==> src/rtl/i2s_rx_master.sv <==
// I2S master receiver: generates BCLK/WS from sys_clk, deserialises stereo sdata
// and queues complete {left, right} frames in a small FIFO with valid/ready output.
module i2s_rx_master #(
  parameter int DATA_W     = 24,
  parameter int SLOT_W     = 32,
  parameter int BCLK_DIV   = 4,
  parameter int MODE       = 0,
  parameter int FIFO_DEPTH = 4
) (
  input  logic              sys_clk,
  input  logic              rstn,
  input  logic              enable,
  input  logic              sdata,
  output logic              bclk,
  output logic              ws,
  output logic              out_valid,
  input  logic              out_ready,
  output logic [DATA_W-1:0] out_left,
  output logic [DATA_W-1:0] out_right,
  output logic              overflow,
  input  logic              ovf_clr
);

  localparam int DIV_W = $clog2(BCLK_DIV);
  localparam int BIT_W = $clog2(2 * SLOT_W);
  localparam int AW    = $clog2(FIFO_DEPTH);
  localparam int OFS   = (MODE == 0) ? 1 : 0;

  localparam logic [DIV_W-1:0] DIV_TC   = DIV_W'(BCLK_DIV - 1);
  localparam logic [BIT_W-1:0] BIT_LAST = BIT_W'(2 * SLOT_W - 1);
  localparam logic [BIT_W-1:0] SLOT     = BIT_W'(SLOT_W);
  localparam logic [BIT_W-1:0] K_FIRST  = BIT_W'(OFS);
  localparam logic [BIT_W-1:0] K_LAST   = BIT_W'(OFS + DATA_W - 1);
  localparam logic [BIT_W-1:0] N_DATA   = BIT_W'(DATA_W);
  localparam logic [AW:0]      FULL_LVL = (AW + 1)'(FIFO_DEPTH);

  logic [DIV_W-1:0]  div_cnt;
  logic [BIT_W-1:0]  bit_cnt;
  logic [BIT_W-1:0]  bit_nxt;
  logic [BIT_W-1:0]  slot_k;
  logic [BIT_W-1:0]  k_rel;
  logic              tc, rise, fall, in_right, cap, last_bit;
  logic [DATA_W-1:0] shift;
  logic [DATA_W-1:0] shift_nxt;
  logic [DATA_W-1:0] left_hold;

  logic              vld_p0;
  logic [DATA_W-1:0] left_p0;
  logic [DATA_W-1:0] right_p0;

  logic [DATA_W-1:0] mem_l [FIFO_DEPTH];
  logic [DATA_W-1:0] mem_r [FIFO_DEPTH];
  logic [AW:0]       wr_ptr, rd_ptr, vis_ptr;
  logic [AW:0]       fill;
  logic              full, pop, push_ok;

  assign tc        = (div_cnt == DIV_TC);
  assign rise      = enable && tc && !bclk;
  assign fall      = enable && tc && bclk;
  assign bit_nxt   = (bit_cnt == BIT_LAST) ? '0 : bit_cnt + BIT_W'(1);
  assign in_right  = (bit_cnt >= SLOT);
  assign slot_k    = in_right ? bit_cnt - SLOT : bit_cnt;
  // Unsigned wrap makes k below the offset land far above the window.
  assign k_rel     = slot_k - K_FIRST;
  assign cap       = rise && (k_rel < N_DATA);
  assign last_bit  = (slot_k == K_LAST);
  assign shift_nxt = {shift[DATA_W-2:0], sdata};

  always_ff @(posedge sys_clk) begin
    if (!rstn) begin
      div_cnt <= '0;
      bclk    <= 1'b0;
      ws      <= 1'b0;
      bit_cnt <= '0;
      shift   <= '0;
    end else if (!enable) begin
      div_cnt <= '0;
      bclk    <= 1'b0;
      ws      <= 1'b0;
      bit_cnt <= '0;
      shift   <= '0;
    end else begin
      div_cnt <= tc ? '0 : div_cnt + DIV_W'(1);
      if (tc)   bclk <= ~bclk;
      if (fall) begin
        bit_cnt <= bit_nxt;
        ws      <= (bit_nxt >= SLOT);
      end
      if (cap)  shift <= shift_nxt;
    end
  end

  // Stage p0: completed frame waiting one edge before the FIFO write
  always_ff @(posedge sys_clk) begin
    if (!rstn) begin
      left_hold <= '0;
      vld_p0    <= 1'b0;
      left_p0   <= '0;
      right_p0  <= '0;
    end else begin
      vld_p0 <= cap && last_bit && in_right;
      if (cap && last_bit && !in_right) left_hold <= shift_nxt;
      if (cap && last_bit && in_right) begin
        left_p0  <= left_hold;
        right_p0 <= shift_nxt;
      end
    end
  end

  assign fill    = wr_ptr - rd_ptr;
  assign full    = (fill == FULL_LVL);
  assign pop     = out_valid && out_ready;
  assign push_ok = vld_p0 && (!full || pop);

  always_ff @(posedge sys_clk) begin
    if (push_ok) begin
      mem_l[wr_ptr[AW-1:0]] <= left_p0;
      mem_r[wr_ptr[AW-1:0]] <= right_p0;
    end
  end

  // vis_ptr trails wr_ptr by one edge so a written entry is exposed a cycle later
  always_ff @(posedge sys_clk) begin
    if (!rstn) begin
      wr_ptr   <= '0;
      rd_ptr   <= '0;
      vis_ptr  <= '0;
      overflow <= 1'b0;
    end else begin
      vis_ptr <= wr_ptr;
      if (push_ok) wr_ptr <= wr_ptr + (AW + 1)'(1);
      if (pop)     rd_ptr <= rd_ptr + (AW + 1)'(1);
      if (vld_p0 && full && !pop) overflow <= 1'b1;
      else if (ovf_clr)           overflow <= 1'b0;
    end
  end

  assign out_valid = (vis_ptr != rd_ptr);
  assign out_left  = out_valid ? mem_l[rd_ptr[AW-1:0]] : '0;
  assign out_right = out_valid ? mem_r[rd_ptr[AW-1:0]] : '0;

endmodule

==> config.mk <==
export PLATFORM = sky130hd
export DESIGN_NAME = i2s_rx_master
export DESIGN_NICKNAME = d
export VERILOG_FILES = /design/src/rtl/i2s_rx_master.sv
export SDC_FILE = /design/constraint.sdc
export NUM_CORES = 1
export LEC_CHECK = 0
export CORE_MARGIN = 10
export CORE_UTILIZATION = 50
export DETAILED_ROUTE_END_ITERATION = 16
export GPL_ROUTABILITY_DRIVEN = 0
export PLACE_DENSITY_LB_ADDON = 0.3
export SYNTH_ARGS = -nofsm -noshare
export SYNTH_HDL_FRONTEND = slang
export SYNTH_SLANG_ARGS = --single-unit
==> constraint.sdc <==
create_clock -name sys_clk -period 6.4 [get_ports sys_clk]
set_input_delay 0.64 -clock sys_clk [delete_from_list [all_inputs] [get_ports sys_clk]]
set_output_delay 0.64 -clock sys_clk [all_outputs]
set_load 0.05 [all_outputs]
==> Word-level counts from Yosys, hierarchy flattened <==
Memory sizes are Yosys's and may differ from the RTL's. A register that Yosys moved wholly into a read port is not among the register bits.
Index checks and enable logic that the tools add are counted.
W data, S select, Z words.
{ "totals": {"elab_cells": 64, "mem_count": 2, "ff_bits": 116, "out_inout_bits": 52, "ram_bits": 192} }
{ "memory_table": {"columns": ["memory", "words", "word_bits", "rd", "rd_clocked_by_memory_dff", "write_ports", "line_no", "rtl"], "rows": [
  ["mem_l", 4, 24, 1, 1, 1, "51", "logic [DATA_W-1:0] mem_l [FIFO_DEPTH];"],
  ["mem_r", 4, 24, 1, 1, 1, "52", "logic [DATA_W-1:0] mem_r [FIFO_DEPTH];"]
]} }
{ "op_classes": {"bitwise_logic": 3, "addsub": 7, "n_eq_ne": 5, "reduce_logical": 19, "n_lt_le_gt_ge": 3, "muxes": 12} }
{ "op_table": {"columns": ["cell", "count"], "rows": [
  ["$mux W24", 2],
  ["$ge A6 B6 Y1 const B", 2],
  ["$mux W6", 2],
  ["$logic_and A1 B1 Y1", 11],
  ["$mux W2", 4],
  ["$add A3 B1 Y3 const B", 2],
  ["$add A6 B1 Y6 const B", 1],
  ["$eq A6 B5 Y1 const B", 1],
  ["$eq A6 B6 Y1 const B", 1],
  ["$lt A6 B5 Y1 const B", 1],
  ["$sub A6 B1 Y6 const B", 1],
  ["$sub A6 B6 Y6 const B", 1],
  ["$logic_not A1 Y1", 4],
  ["$mux W1", 4],
  ["$eq A3 B3 Y1 const B", 1],
  ["$ne A3 B3 Y1", 1],
  ["$not A1 Y1", 3],
  ["$reduce_or A3 Y1", 1],
  ["$sub A3 B3 Y3", 1],
  ["$add A2 B1 Y2 const B", 1],
  ["$eq A2 B2 Y1 const B", 1],
  ["$reduce_and A2 Y1", 1],
  ["$reduce_bool A2 Y1", 1],
  ["$logic_or A1 B1 Y1", 1]
]} }

==> Depth between registers and ports, before layout <==
{ "logic_depth": {"ltp_word": 7, "ltp_mapped": 9} }

==> Least setup slack after synthesis <==
Ideal clock, no wire load.
{ "synth_timing": {"path_type": "register -> register", "start": "register wr_ptr[0]", "end": "register wr_ptr[2]", "stages_incl_launch_ff": 7, "setup_ns": 0.127, "required_ns": 6.273, "slack_ns": 2.154, "arrival_ns": 4.118, "period_less_slack_ns": 4.246, "cell_sequence": "dfxtp_1 > inv_1 > ha_1 > nor2b_1 > xnor2_1 > a31oi_1 > mux2_2"} }
{ "synth_via": {"elab_chain_len": 5, "elab_cells_between_ends": 6, "cone_classes": "add/sub (2); eq/ne (1); reduce/logical (3)"} }
{ "synth_rtl": {"columns": ["element", "line_no", "rtl"], "rows": [
  ["start: declaration", "53", "logic [AW:0] wr_ptr, rd_ptr, vis_ptr;"],
  ["start signal: assignment", "131", "if (push_ok) wr_ptr <= wr_ptr + (AW + 1)'(1);"],
  ["$sub A3 B3 Y3", "110", "assign fill = wr_ptr - rd_ptr;"],
  ["$eq A3 B3 Y1", "111", "assign full = (fill == FULL_LVL);"],
  ["$logic_not A1 Y1", "113", "assign push_ok = vld_p0 && (!full || pop);"],
  ["$logic_or A1 B1 Y1", "113", null],
  ["$logic_and A1 B1 Y1", "113", null]
]} }
Parallel ways exist; a longest one is shown, timed or not.
A chain may end at the register's enable or synchronous reset.

==> impl_metrics.tcl <==
set metrics [dict create \
    cts_made_buffers 30 \
    rsz0062_at_grt "false" \
    dp.cells 1160 \
    required_ns 5.76 \
    clk_path_buf_depth 3 \
    grt_pass1_vias 6476 \
    die_y_um 175 \
    drt_wl_total_um 21300 \
    netSwitchingFraction_pct 18.2 \
    critical_path.top_delay_family "buffers and inverters" \
    critPathCaptureType "output port" \
    clkPwrFrac_pct 45.5 \
    setup_tns_ns 0 \
    initial_core_util_pct 51.0 \
    fp.coreArea_um2 23600 \
    crit_fanout 29 \
    crit_slowest_cell "clkdlybuf4s50_1" \
    antenna_found_initial 0 \
    path_cells "buf_4 -> mux4_2 -> nor2b_1 -> clkdlybuf4s50_1" \
    fill_cells 1847 \
    leakagePower_nw 4.58 \
    power_switching_uw 707 \
    wire_per_inst_um 17.6 \
    synth.avg_cell_area_um2 14.7 \
    instances_no_fill 1216 \
    synth_top_flop_cell "edfxtp_1" \
    cts_hold_buf 0 \
    yosysWarnings 0 \
    yosys.area.top_type "edfxtp_1" \
    io_pins 58 \
    vias_per_cell 5.22 \
    io_buffer_count 57 \
    rr_startpoint "wr_ptr[0]" \
    dpl_cell_area_um2 12900 \
    ys_seq_elements 310 \
    drive_gt1_share_pct 18.2 \
    synth.top_cell.area_share_pct 47.9 \
    reg2regPathDepth 6 \
    crit_buf_inv 2 \
    post_cts_resized 0 \
    die_x_um 175 \
    synth_nets 839 \
    hp-class "flip-flop to flip-flop" \
    seq_power_share_pct 54.0 \
    vdd_ir_drop_max_mv 0.200 \
    status "complete, no violations" \
    drtIter0Drc 374 \
    power_density_nw_per_um2 280 \
    first_pass_iters 4 \
    maxClockFrequency_mhz 261 \
    h-tree-depth 1 \
    area_delta_synth_final_pct 15.3 \
    slowest_delay_ns 0.72 \
    min_to "div_cnt[0]" \
    rows 56 \
    gr-total-overflow 0 \
    fin_util_pct 58.8 \
    reg2reg_setup_slack_ns 3.58 \
    max_cap_viol_count 0 \
    vias 6346 \
    layout_worst_path_cycle_share_pct 59.9 \
    yosys-top-cells-count "192 x edfxtp_1, 133 x nand2_1, 118 x dfxtp_1" \
    die_area_um2 30700 \
    finalNetCount 890 \
    worstMarginPinSlew_ns 1.13 \
    worstSetupStartpointType "flip-flop" \
    criticalPathCategory "flip-flop to output port" \
    hold-path-cell-count 1 \
    finalHoldViolCount 0 \
    p_int_mw 3.18 \
    seq_area_frac_synth_pct 67.5 \
    netlist_instances 822 \
    grt_usage_pct 13.9 \
    slew_headroom_pct 24.5 \
    synthArstFlopShare_pct 0 \
    clk_pin_slew_ns 0.06 \
    netlist_top_cells_area "edfxtp_1 48%, dfxtp_1 20%, mux4_2 9.0%" \
    timing.hold.ws_ns 0.425 \
    cts_setup_buffers 0 \
    worstHoldStart "div_cnt[0]" \
    r2r_end "mem_r[3][15]" \
    grt_max_degree 86 \
    dp_hpwl_um 12500 \
    yosysMostFrequentCell "edfxtp_1" \
    synth_cell_types 47 \
    clock-root-buffer "clkbuf_16" \
    grt_pass1_wl_um 35100 \
    setup_viol 0 \
    drc 0 \
    synth_area_um2 12000 \
    p_comb_share_pct 0.6 \
    clk_latency_ns 0.54 \
    diodes 0 \
    design_area_um2 13900 \
    skew_ns 0.0126 \
    synth_edf_count 192 \
    cts_tree "done" \
    drv_slew 0 \
    ant_nets 0 \
    period_minus_slack_ns 3.83 \
    cp.arrival_ns 3.19 \
    cts.sinks 310 \
]
[worst max path at each step]
stage               from      endpoint  slack (ns)  depth (start not counted)
2_1_floorplan  wr_ptr[0]     wr_ptr[2]        2.15                          6
3_3_place_gp   flip-flop  out_left[17]        3.02                          4
3_5_place_dp   flip-flop  out_left[17]        3.02                          4
4_1_cts        flip-flop  out_left[17]        2.45                          4
5_1_grt        flip-flop  out_left[17]        2.30                          4
6_report       flip-flop  out_left[17]        2.57                          4
[power groups by stage]
stage	registers, mW	clock network [mW]	logic, mW
after floorplan	2.14	0	0.0155
after global placement	2.14	0	0.0228
after detailed placement	2.14	0	0.0228
after CTS	2.10	1.81	0.0228
after global routing	2.10	1.89	0.0241
final	2.10	1.77	0.0223
[cells by family (layout without fill, tap and decap cells)]
group	Yosys count	count (layout)	share of synthesized area, %
AO/OA/AOI/OAI	90	90	6.22
XOR/XNOR	10	10	0.727
adder cells (fa/ha/maj)	11	11	1.14
buffers and inverters	57	132	2.35
flip-flops	310	310	67.5
multiplexers	75	75	11.2
AND/OR/NAND/NOR	269	269	10.9
[through the flow]
stage	total power [mW]	worst slack, ns
finish	3.89	2.57
CTS	3.92	2.45
floorplan	2.16	2.15
global placement	2.16	3.02
global route	4.01	2.30
detailed placement	2.16	3.02
[placed cells by master (no fill, tap or decap), types with 3 or more instances in the layout]
master,Yosys,routed
nand4_1,3,3
mux2i_1,25,25
nor3_1,5,4
xor2_1,5,5
clkinv_2,0,7
buf_4,2,11
clkbuf_8,0,6
clkbuf_16,0,31
nor2b_1,52,52
a21oi_1,6,6
xnor2_1,5,5
a21boi_0,48,48
bufinv_16,0,3
nand2_1,133,133
clkdlybuf4s50_1,0,56
mux4_2,48,48
nand3_1,4,4
and3_1,3,3
dfxtp_1,118,116
a21boi_1,6,6
nand2_2,20,20
a21boi_2,20,20
ha_1,11,11
inv_1,8,8
nor2_1,28,28
edfxtp_1,192,192
clkinv_1,0,3
clkbuf_1,27,6
and2_1,8,5
[layer usage]
metal,track usage [%],vias to the layer above,wire length [µm]
li1,-,3071,-
met1,18.2,3128,9230
met2,23.6,118,10700
met3,2.46,29,1070
met4,3.67,0,369
met5,0,-,0
[state kept, by name, summed over array words and instances, names as in the netlist, 3 cells and up, named ones only]
name,count
shift,23
left_p0,24
right_p0,24
left_hold,24
bit_cnt,6
rd_ptr,3
mem_l,96
wr_ptr,3
vis_ptr,3
mem_r,96
[cell type report]
class | instances | area (µm²) | area share (%)
Sequential cell | 310 | 8130 | 58.5
Timing Repair Buffer | 68 | 648 | 4.67
Tap cell | 319 | 399 | 2.87
Multi-Input combinational cell | 455 | 3660 | 26.4
Clock inverter | 13 | 136 | 0.982
Inverter | 8 | 30.0 | 0.216
Clock buffer | 43 | 881 | 6.34
No activity file was read; power rests on OpenSTA's default activity.
